===== src/rtl/prealign.sv =====
// prealign: FP adder operand pre-alignment (unpack, magnitude order, right-shift of the smaller significand).
// Define PREALIGN_BARREL_EN to perform the whole alignment shift in a single SHIFT cycle.
module prealign #(
   parameter int WEXP = 8,
   parameter int WSIG = 23,
   parameter int STEP = 8
) (
   input  logic               clk,
   input  logic               reset,
   input  logic               in_valid,
   output logic               in_ready,
   input  logic [WEXP+WSIG:0] opa,
   input  logic [WEXP+WSIG:0] opb,
   input  logic               sub,
   output logic               out_valid,
   input  logic               out_ready,
   output logic [WSIG:0]      bigsig,
   output logic [WSIG:0]      alignsig,
   output logic               guard,
   output logic               presticky,
   output logic [WEXP-1:0]    biggerexp,
   output logic               effop,
   output logic               signout,
   output logic               swapped,
   output logic               special
);
   localparam int MAXSH = WSIG + 3;
   localparam int RW    = $clog2(MAXSH + 1);
   localparam int XW    = WSIG + 2;

   typedef enum logic [1:0] {IDLE = 2'd0, SHIFT = 2'd1, DONE = 2'd2} state_t;

   state_t            state_r, state_s;
   logic [RW-1:0]     rem_r, rem_s, k_s, clamp_s;
   logic [WEXP-1:0]   ea_s, eb_s, diff_s;
   logic [WSIG:0]     ma_s, mb_s;
   logic              bgt_s, spec_s;
   logic [2*XW-1:0]   wide_s;
   logic [WSIG:0]     bigsig_s, alignsig_s;
   logic              guard_s, presticky_s, effop_s, signout_s, swapped_s, special_s;
   logic [WEXP-1:0]   biggerexp_s;

   assign in_ready  = (state_r == IDLE);
   assign out_valid = (state_r == DONE);

   // Operand decode: denormals get hidden bit 0 and effective exponent 1.
   always_comb begin
      ea_s   = (opa[WSIG +: WEXP] == {WEXP{1'b0}}) ? {{(WEXP-1){1'b0}}, 1'b1} : opa[WSIG +: WEXP];
      eb_s   = (opb[WSIG +: WEXP] == {WEXP{1'b0}}) ? {{(WEXP-1){1'b0}}, 1'b1} : opb[WSIG +: WEXP];
      ma_s   = {(opa[WSIG +: WEXP] != {WEXP{1'b0}}), opa[WSIG-1:0]};
      mb_s   = {(opb[WSIG +: WEXP] != {WEXP{1'b0}}), opb[WSIG-1:0]};
      bgt_s  = ({eb_s, mb_s} > {ea_s, ma_s});
      spec_s = (&opa[WSIG +: WEXP]) | (&opb[WSIG +: WEXP]);
      diff_s = bgt_s ? (eb_s - ea_s) : (ea_s - eb_s);
      if (diff_s > WEXP'(MAXSH)) begin
         clamp_s = RW'(MAXSH);
      end else begin
         clamp_s = diff_s[RW-1:0];
      end
   end

   // Per-cycle shift distance and the {alignsig, guard} shifter with shifted-out bits below.
   always_comb begin
`ifdef PREALIGN_BARREL_EN
      k_s = rem_r;
`else
      if (rem_r > RW'(STEP)) begin
         k_s = RW'(STEP);
      end else begin
         k_s = rem_r;
      end
`endif
      wide_s = {alignsig, guard, {XW{1'b0}}} >> k_s;
   end

   // Next-state and next-datapath logic.
   always_comb begin
      state_s     = state_r;
      rem_s       = rem_r;
      bigsig_s    = bigsig;
      alignsig_s  = alignsig;
      guard_s     = guard;
      presticky_s = presticky;
      biggerexp_s = biggerexp;
      effop_s     = effop;
      signout_s   = signout;
      swapped_s   = swapped;
      special_s   = special;
      case (state_r)
         IDLE: begin
            if (in_valid) begin
               bigsig_s    = bgt_s ? mb_s : ma_s;
               alignsig_s  = bgt_s ? ma_s : mb_s;
               guard_s     = 1'b0;
               presticky_s = 1'b0;
               biggerexp_s = bgt_s ? eb_s : ea_s;
               effop_s     = opa[WEXP+WSIG] ^ opb[WEXP+WSIG] ^ sub;
               signout_s   = bgt_s ? (opb[WEXP+WSIG] ^ sub) : opa[WEXP+WSIG];
               swapped_s   = bgt_s;
               special_s   = spec_s;
               rem_s       = clamp_s;
               if (spec_s || (clamp_s == {RW{1'b0}})) begin
                  state_s = DONE;
               end else begin
                  state_s = SHIFT;
               end
            end else begin
               state_s = IDLE;
            end
         end
         SHIFT: begin
            alignsig_s  = wide_s[2*XW-1 -: (WSIG+1)];
            guard_s     = wide_s[XW];
            presticky_s = presticky | (|wide_s[XW-1:0]);
            rem_s       = rem_r - k_s;
            if (rem_r == k_s) begin
               state_s = DONE;
            end else begin
               state_s = SHIFT;
            end
         end
         DONE: begin
            if (out_ready) begin
               state_s = IDLE;
            end else begin
               state_s = DONE;
            end
         end
         default: begin
            state_s = IDLE;
         end
      endcase
   end

   // State and output registers; reset discards any in-flight operation.
   always_ff @(posedge clk or posedge reset) begin
      if (reset) begin
         state_r   <= IDLE;
         rem_r     <= {RW{1'b0}};
         bigsig    <= {(WSIG+1){1'b0}};
         alignsig  <= {(WSIG+1){1'b0}};
         guard     <= 1'b0;
         presticky <= 1'b0;
         biggerexp <= {WEXP{1'b0}};
         effop     <= 1'b0;
         signout   <= 1'b0;
         swapped   <= 1'b0;
         special   <= 1'b0;
      end else begin
         state_r   <= state_s;
         rem_r     <= rem_s;
         bigsig    <= bigsig_s;
         alignsig  <= alignsig_s;
         guard     <= guard_s;
         presticky <= presticky_s;
         biggerexp <= biggerexp_s;
         effop     <= effop_s;
         signout   <= signout_s;
         swapped   <= swapped_s;
         special   <= special_s;
      end
   end
endmodule

===== config.mk =====
export PLATFORM = sky130hd
export DESIGN_NAME = prealign
export DESIGN_NICKNAME = d
export VERILOG_FILES = /design/src/rtl/prealign.sv
export SDC_FILE = /design/constraint.sdc
export NUM_CORES = 1
export LEC_CHECK = 0
export CELL_PAD_IN_SITES_DETAIL_PLACEMENT = 1
export CELL_PAD_IN_SITES_GLOBAL_PLACEMENT = 2
export CORE_ASPECT_RATIO = 1.5
export CORE_MARGIN = 8
export CORE_UTILIZATION = 32
export DETAILED_ROUTE_END_ITERATION = 8
export PLACE_DENSITY_LB_ADDON = 0.05
export SLEW_MARGIN = 20
export SYNTH_ARGS = -nofsm -noshare
export SYNTH_HDL_FRONTEND = slang
export SYNTH_SLANG_ARGS = --single-unit

===== constraint.sdc =====
create_clock -name clk -period 7.5 [get_ports clk]
set_clock_uncertainty 0.1 [all_clocks]
set_input_delay 1.5 -clock clk [delete_from_list [all_inputs] [get_ports clk]]
set_output_delay 1.5 -clock clk [all_outputs]
set_load 0.02 [all_outputs]

==> impl_metrics.prom <==
# TYPE chip_impl_metric gauge
chip_impl_info{name="critical-path-top-delay-family",value="compound AO/OA/AOI/OAI gates"} 1
chip_impl_metric{name="maxCapViolations",unit=""} 0
chip_impl_info{name="critPathCaptureType",value="register"} 1
chip_impl_metric{name="ff2ff_setup_slack",unit="ns"} 4.06
chip_impl_metric{name="synth.lib_cells_used.distinct",unit=""} 54
chip_impl_metric{name="timing.critical_path.depth",unit=""} 14
chip_impl_metric{name="arrival",unit="ns"} 5.63
chip_impl_metric{name="drt.antenna.violating_nets",unit=""} 0
chip_impl_metric{name="preCtsSetupSlack",unit="ns"} 1.619
chip_impl_metric{name="post_cts.resized_instances",unit=""} 0
chip_impl_metric{name="route.detailed.drc",unit=""} 0
chip_impl_metric{name="met2WireLength",unit="mm"} 11.55
chip_impl_metric{name="pin_count_of_the_biggest_net_entering_global_routing",unit=""} 100
chip_impl_metric{name="drt-vias-per-instance",unit=""} 5.232
chip_impl_metric{name="postSynth.asyncResetShare",unit=""} 1.000
chip_impl_metric{name="report.power.total",unit="uW"} 3165
chip_impl_info{name="synth_commonest_cells",value="94 x sky130_fd_sc_hd__nand2_1, 87 x sky130_fd_sc_hd__a21oi_1, 78 x sky130_fd_sc_hd__mux2i_1, 78 x sky130_fd_sc_hd__nor2_1, 71 x sky130_fd_sc_hd__o21ai_0"} 1
chip_impl_metric{name="chipHeight",unit="um"} 183.5
chip_impl_info{name="area_contributors_post_synth",value="sky130_fd_sc_hd__dfrtp_1 29%, sky130_fd_sc_hd__mux2i_1 13%, sky130_fd_sc_hd__ha_1 8.2%"} 1
chip_impl_metric{name="final-setup-viol-count",unit=""} 0
chip_impl_metric{name="synthesis.instances",unit=""} 772
chip_impl_metric{name="finalSetupTns",unit="ns"} 0
chip_impl_metric{name="multi_input_area",unit="sq um"} 3835
chip_impl_metric{name="critical_path.max_stage_delay",unit="ns"} 0.60
chip_impl_metric{name="place.gp.congestion",unit=""} 0.8728
chip_impl_info{name="outcome",value="complete, no violations"} 1
chip_impl_info{name="yosys.area.top_type",value="sky130_fd_sc_hd__dfrtp_1"} 1
chip_impl_info{name="timing.critical_path.cells",value="clkdlybuf4s50_1, nor4_1, nand2_1, ha_1, a2111oi_0, o21ai_0, a21oi_1, o41ai_2, a22oi_4, mux2i_1, xnor2_2, nand4b_2, nor4_4, o22ai_1"} 1
chip_impl_metric{name="filler_cell_count",unit=""} 2277
chip_impl_info{name="capture_instance_of_the_worst_register_to_register_path",value="presticky"} 1
chip_impl_metric{name="core_region_area",unit="sq um"} 18470
chip_impl_info{name="tritoncts",value="yes"} 1
chip_impl_metric{name="cts-htree-levels",unit=""} 3
chip_impl_metric{name="die_area",unit="sq um"} 23420
chip_impl_metric{name="clk_pin_slew",unit="ns"} 0.06
chip_impl_metric{name="via_count_of_the_first_global_routing_pass",unit=""} 6494
chip_impl_metric{name="diodes",unit=""} 0
chip_impl_metric{name="clockBufferDepth",unit=""} 2
chip_impl_metric{name="dp.final_hpwl",unit="mm"} 17.58
chip_impl_metric{name="power.ir.vdd_worst",unit="uV"} 151.3
chip_impl_metric{name="final_critical_delay_including_setup_and_external_delays",unit="ns"} 5.525
chip_impl_metric{name="p_sw",unit="uW"} 1495
chip_impl_metric{name="slew-limit-headroom",unit=""} 0.3227
chip_impl_info{name="synthMostInstantiatedCell",value="sky130_fd_sc_hd__nand2_1"} 1
chip_impl_metric{name="wl_per_cell",unit="um"} 20.18
chip_impl_info{name="min_from",value="bigsig[16]"} 1
chip_impl_metric{name="fin_ws",unit="ns"} 1.975
chip_impl_metric{name="worstMarginPinSlew",unit="ns"} 1.016
chip_impl_metric{name="ys_seq_area_frac",unit=""} 0.2885
chip_impl_metric{name="grt_overflow_total",unit=""} 0
chip_impl_info{name="slowest_library_cell_on_the_worst_path",value="sky130_fd_sc_hd__a22oi_4"} 1
chip_impl_metric{name="timing.final.max_slew_violations",unit=""} 0
chip_impl_metric{name="r2r.worst_path.cells",unit=""} 10
chip_impl_metric{name="switching_share",unit=""} 0.4723
chip_impl_metric{name="synth-warning-count",unit=""} 0
chip_impl_metric{name="vias",unit=""} 5844
chip_impl_metric{name="post-route-period-util",unit=""} 0.7366
chip_impl_metric{name="avgSynthCellArea",unit="sq um"} 7.752
chip_impl_info{name="worstSetupStartpoint",value="opb[28]"} 1
chip_impl_info{name="topmost_layer_with_routed_signal_wires",value="met5"} 1
chip_impl_metric{name="path_buf_inv",unit=""} 1
chip_impl_metric{name="drt_iter0_markers",unit=""} 202
chip_impl_metric{name="design.portCount",unit=""} 133
chip_impl_metric{name="grtUsageTotal",unit=""} 0.1971
chip_impl_metric{name="power-per-cell-area",unit="nW/um^2"} 405.1
chip_impl_metric{name="hold_viol",unit=""} 0
chip_impl_metric{name="synth-seq-cells",unit=""} 69
chip_impl_metric{name="finish.net_count",unit=""} 970
chip_impl_metric{name="intPower",unit="uW"} 1670
chip_impl_metric{name="drt-total-wl",unit="mm"} 22.54
chip_impl_metric{name="syn_to_final_growth",unit="%"} 30.55
chip_impl_metric{name="synth_top_area_frac",unit=""} 0.2885
chip_impl_info{name="synth_top_flop_cell",value="sky130_fd_sc_hd__dfrtp_1"} 1
chip_impl_info{name="reg2reg_from",value="rem_r[1]"} 1
chip_impl_metric{name="syn-cell-area",unit="sq um"} 5984
chip_impl_metric{name="clkLatencyLatePin",unit="ns"} 0.35
chip_impl_metric{name="grt_first_pass_wirelength",unit="mm"} 36.04
chip_impl_metric{name="clock_power_share",unit=""} 0.174
chip_impl_info{name="cts_root_buf",value="sky130_fd_sc_hd__clkbuf_16"} 1
chip_impl_metric{name="finish.utilization",unit=""} 0.4230
chip_impl_metric{name="io_buffer_count",unit=""} 132
chip_impl_info{name="worstSetupPathType",value="in2reg"} 1
chip_impl_metric{name="grt_antenna_before_repair",unit=""} 2
chip_impl_metric{name="holdBufCountCts",unit=""} 0
chip_impl_metric{name="initial_core_utilization",unit=""} 0.3240
chip_impl_metric{name="total_met3_wirelength_after_detailed_routing",unit="um"} 977
chip_impl_metric{name="power.combinational.fraction",unit=""} 0.590
chip_impl_metric{name="cp.required",unit="ns"} 7.60
chip_impl_metric{name="wl_met1",unit="mm"} 9.434
chip_impl_metric{name="numCtsBuffers",unit=""} 9
chip_impl_info{name="timing.critical_path.from_type",value="input pin"} 1
chip_impl_info{name="worstHoldPathType",value="reg2reg"} 1
chip_impl_metric{name="max_freq",unit="MHz"} 181.0
chip_impl_info{name="grt_setup_unrepaired",value="no"} 1
chip_impl_metric{name="regArea",unit="sq um"} 1727
chip_impl_metric{name="drive_above_1_share",unit=""} 0.05318
chip_impl_info{name="timing.critical_path.to",value="state_r[0]"} 1
chip_impl_metric{name="post_synthesis_net_count",unit=""} 882
chip_impl_metric{name="synth_edf_count",unit=""} 0
chip_impl_metric{name="total_leakage_power",unit="uW"} 0.003488
chip_impl_metric{name="fp-row-count",unit=""} 61
chip_impl_metric{name="clock_sinks",unit=""} 69
chip_impl_metric{name="seqPwrFrac",unit=""} 0.236
chip_impl_metric{name="postCtsSetupRepairBufs",unit=""} 0
chip_impl_metric{name="dr.pass1.iters",unit=""} 4
chip_impl_metric{name="worstPathMaxFanout",unit=""} 19
chip_impl_metric{name="die_width",unit="um"} 127.7
==> cells by family (layout without fill, tap and decap cells) <==
logic type / after synthesis / after routing / synth area share
buffers and inverters: 109 / 202 / 0.07317
xor gates and xnor gates: 8 / 8 / 0.01673
AOI/OAI and AO/OA: 211 / 211 / 0.2028
other: 1 / 1 / 0.0006266
muxes: 83 / 83 / 0.1399
and+or+nand+nor: 249 / 249 / 0.1884
DFF: 69 / 69 / 0.2885
adders and majority gates: 42 / 42 / 0.08990
==> registers in the layout (all words and copies together), names as in the netlist <==
signal / flops
biggerexp: 8
signout: 1
special: 1
state_r: 2
guard: 1
bigsig: 24
effop: 1
presticky: 1
alignsig: 24
swapped: 1
rem_r: 5
==> layout by cell type (no fill, tap or decap), types with 4 or more instances in the layout <==
cell,n
sky130_fd_sc_hd__a21oi_1,87
sky130_fd_sc_hd__o22ai_1,7
sky130_fd_sc_hd__clkbuf_16,9
sky130_fd_sc_hd__o21ai_1,5
sky130_fd_sc_hd__o21ai_0,71
sky130_fd_sc_hd__a21o_1,9
sky130_fd_sc_hd__dfrtp_1,69
sky130_fd_sc_hd__o211ai_1,4
sky130_fd_sc_hd__ha_1,39
sky130_fd_sc_hd__xnor2_2,4
sky130_fd_sc_hd__nand4_1,11
sky130_fd_sc_hd__inv_1,46
sky130_fd_sc_hd__bufinv_16,4
sky130_fd_sc_hd__nor4_1,6
sky130_fd_sc_hd__mux2_2,5
sky130_fd_sc_hd__mux2i_1,78
sky130_fd_sc_hd__a211oi_1,7
sky130_fd_sc_hd__nor2b_1,5
sky130_fd_sc_hd__a31oi_1,4
sky130_fd_sc_hd__buf_4,6
sky130_fd_sc_hd__and2_1,5
sky130_fd_sc_hd__nand2_1,93
sky130_fd_sc_hd__nand3_1,22
sky130_fd_sc_hd__nor3_1,11
sky130_fd_sc_hd__clkdlybuf4s50_1,132
sky130_fd_sc_hd__nor2_1,78
==> power by group through the flow <==
stage	Clock, uW	Combinational (uW)	Sequential, uW
3_3_place_gp	0	1850	745
6_report	552	1870	746
3_5_place_dp	0	1890	752
4_1_cts	571	1900	749
2_1_floorplan	0	985	874
5_1_grt	576	2040	776
==> worst reg2reg max path: cells and delay by family (launching register included) <==
kind / cells / cell delay [ns]
compound gates: 3 / 0.76
buf+inv: 1 / 0.37
flops: 1 / 0.47
mux: 3 / 0.83
simple gates: 3 / 0.77
==> through the flow <==
stage / instances / cell area [sq um] / hold WS (ns)
after floorplan: 772 / 5984 / 0.4445
after global placement: 1101 / 7440 / 0.3641
after CTS: 1117 / 7812 / 0.3834
after detailed placement: 1101 / 7440 / 0.3727
after global routing: 1117 / 7812 / 0.4236
final: 1117 / 7812 / 0.3785
==> final cells by class <==
type                            count  share of cell area
Sequential cell                    69              0.2210
Tap cell                          252             0.04036
Multi-Input combinational cell    594              0.4909
Timing Repair Buffer              139              0.1775
Clock inverter                      6             0.01714
Inverter                           47             0.02258
Clock buffer                       10             0.03059
==> how the worst min path moves through the flow <==
stage / endpoint / cells past startpoint
final: bigsig[16] / 2
after global routing: bigsig[6] / 2
after CTS: bigsig[16] / 2
after detailed placement: bigsig[16] / 2
after global placement: bigsig[3] / 2
after floorplan: rem_r[0] / 1
==> metal layers <==
layer,track usage,vias to the layer above
met5,0,-
met4,0.07784,4
met3,0.04617,43
met2,0.3552,119
met1,0.2182,2818
li1,-,2860
Note: power is estimated with default switching activity, not from simulation.
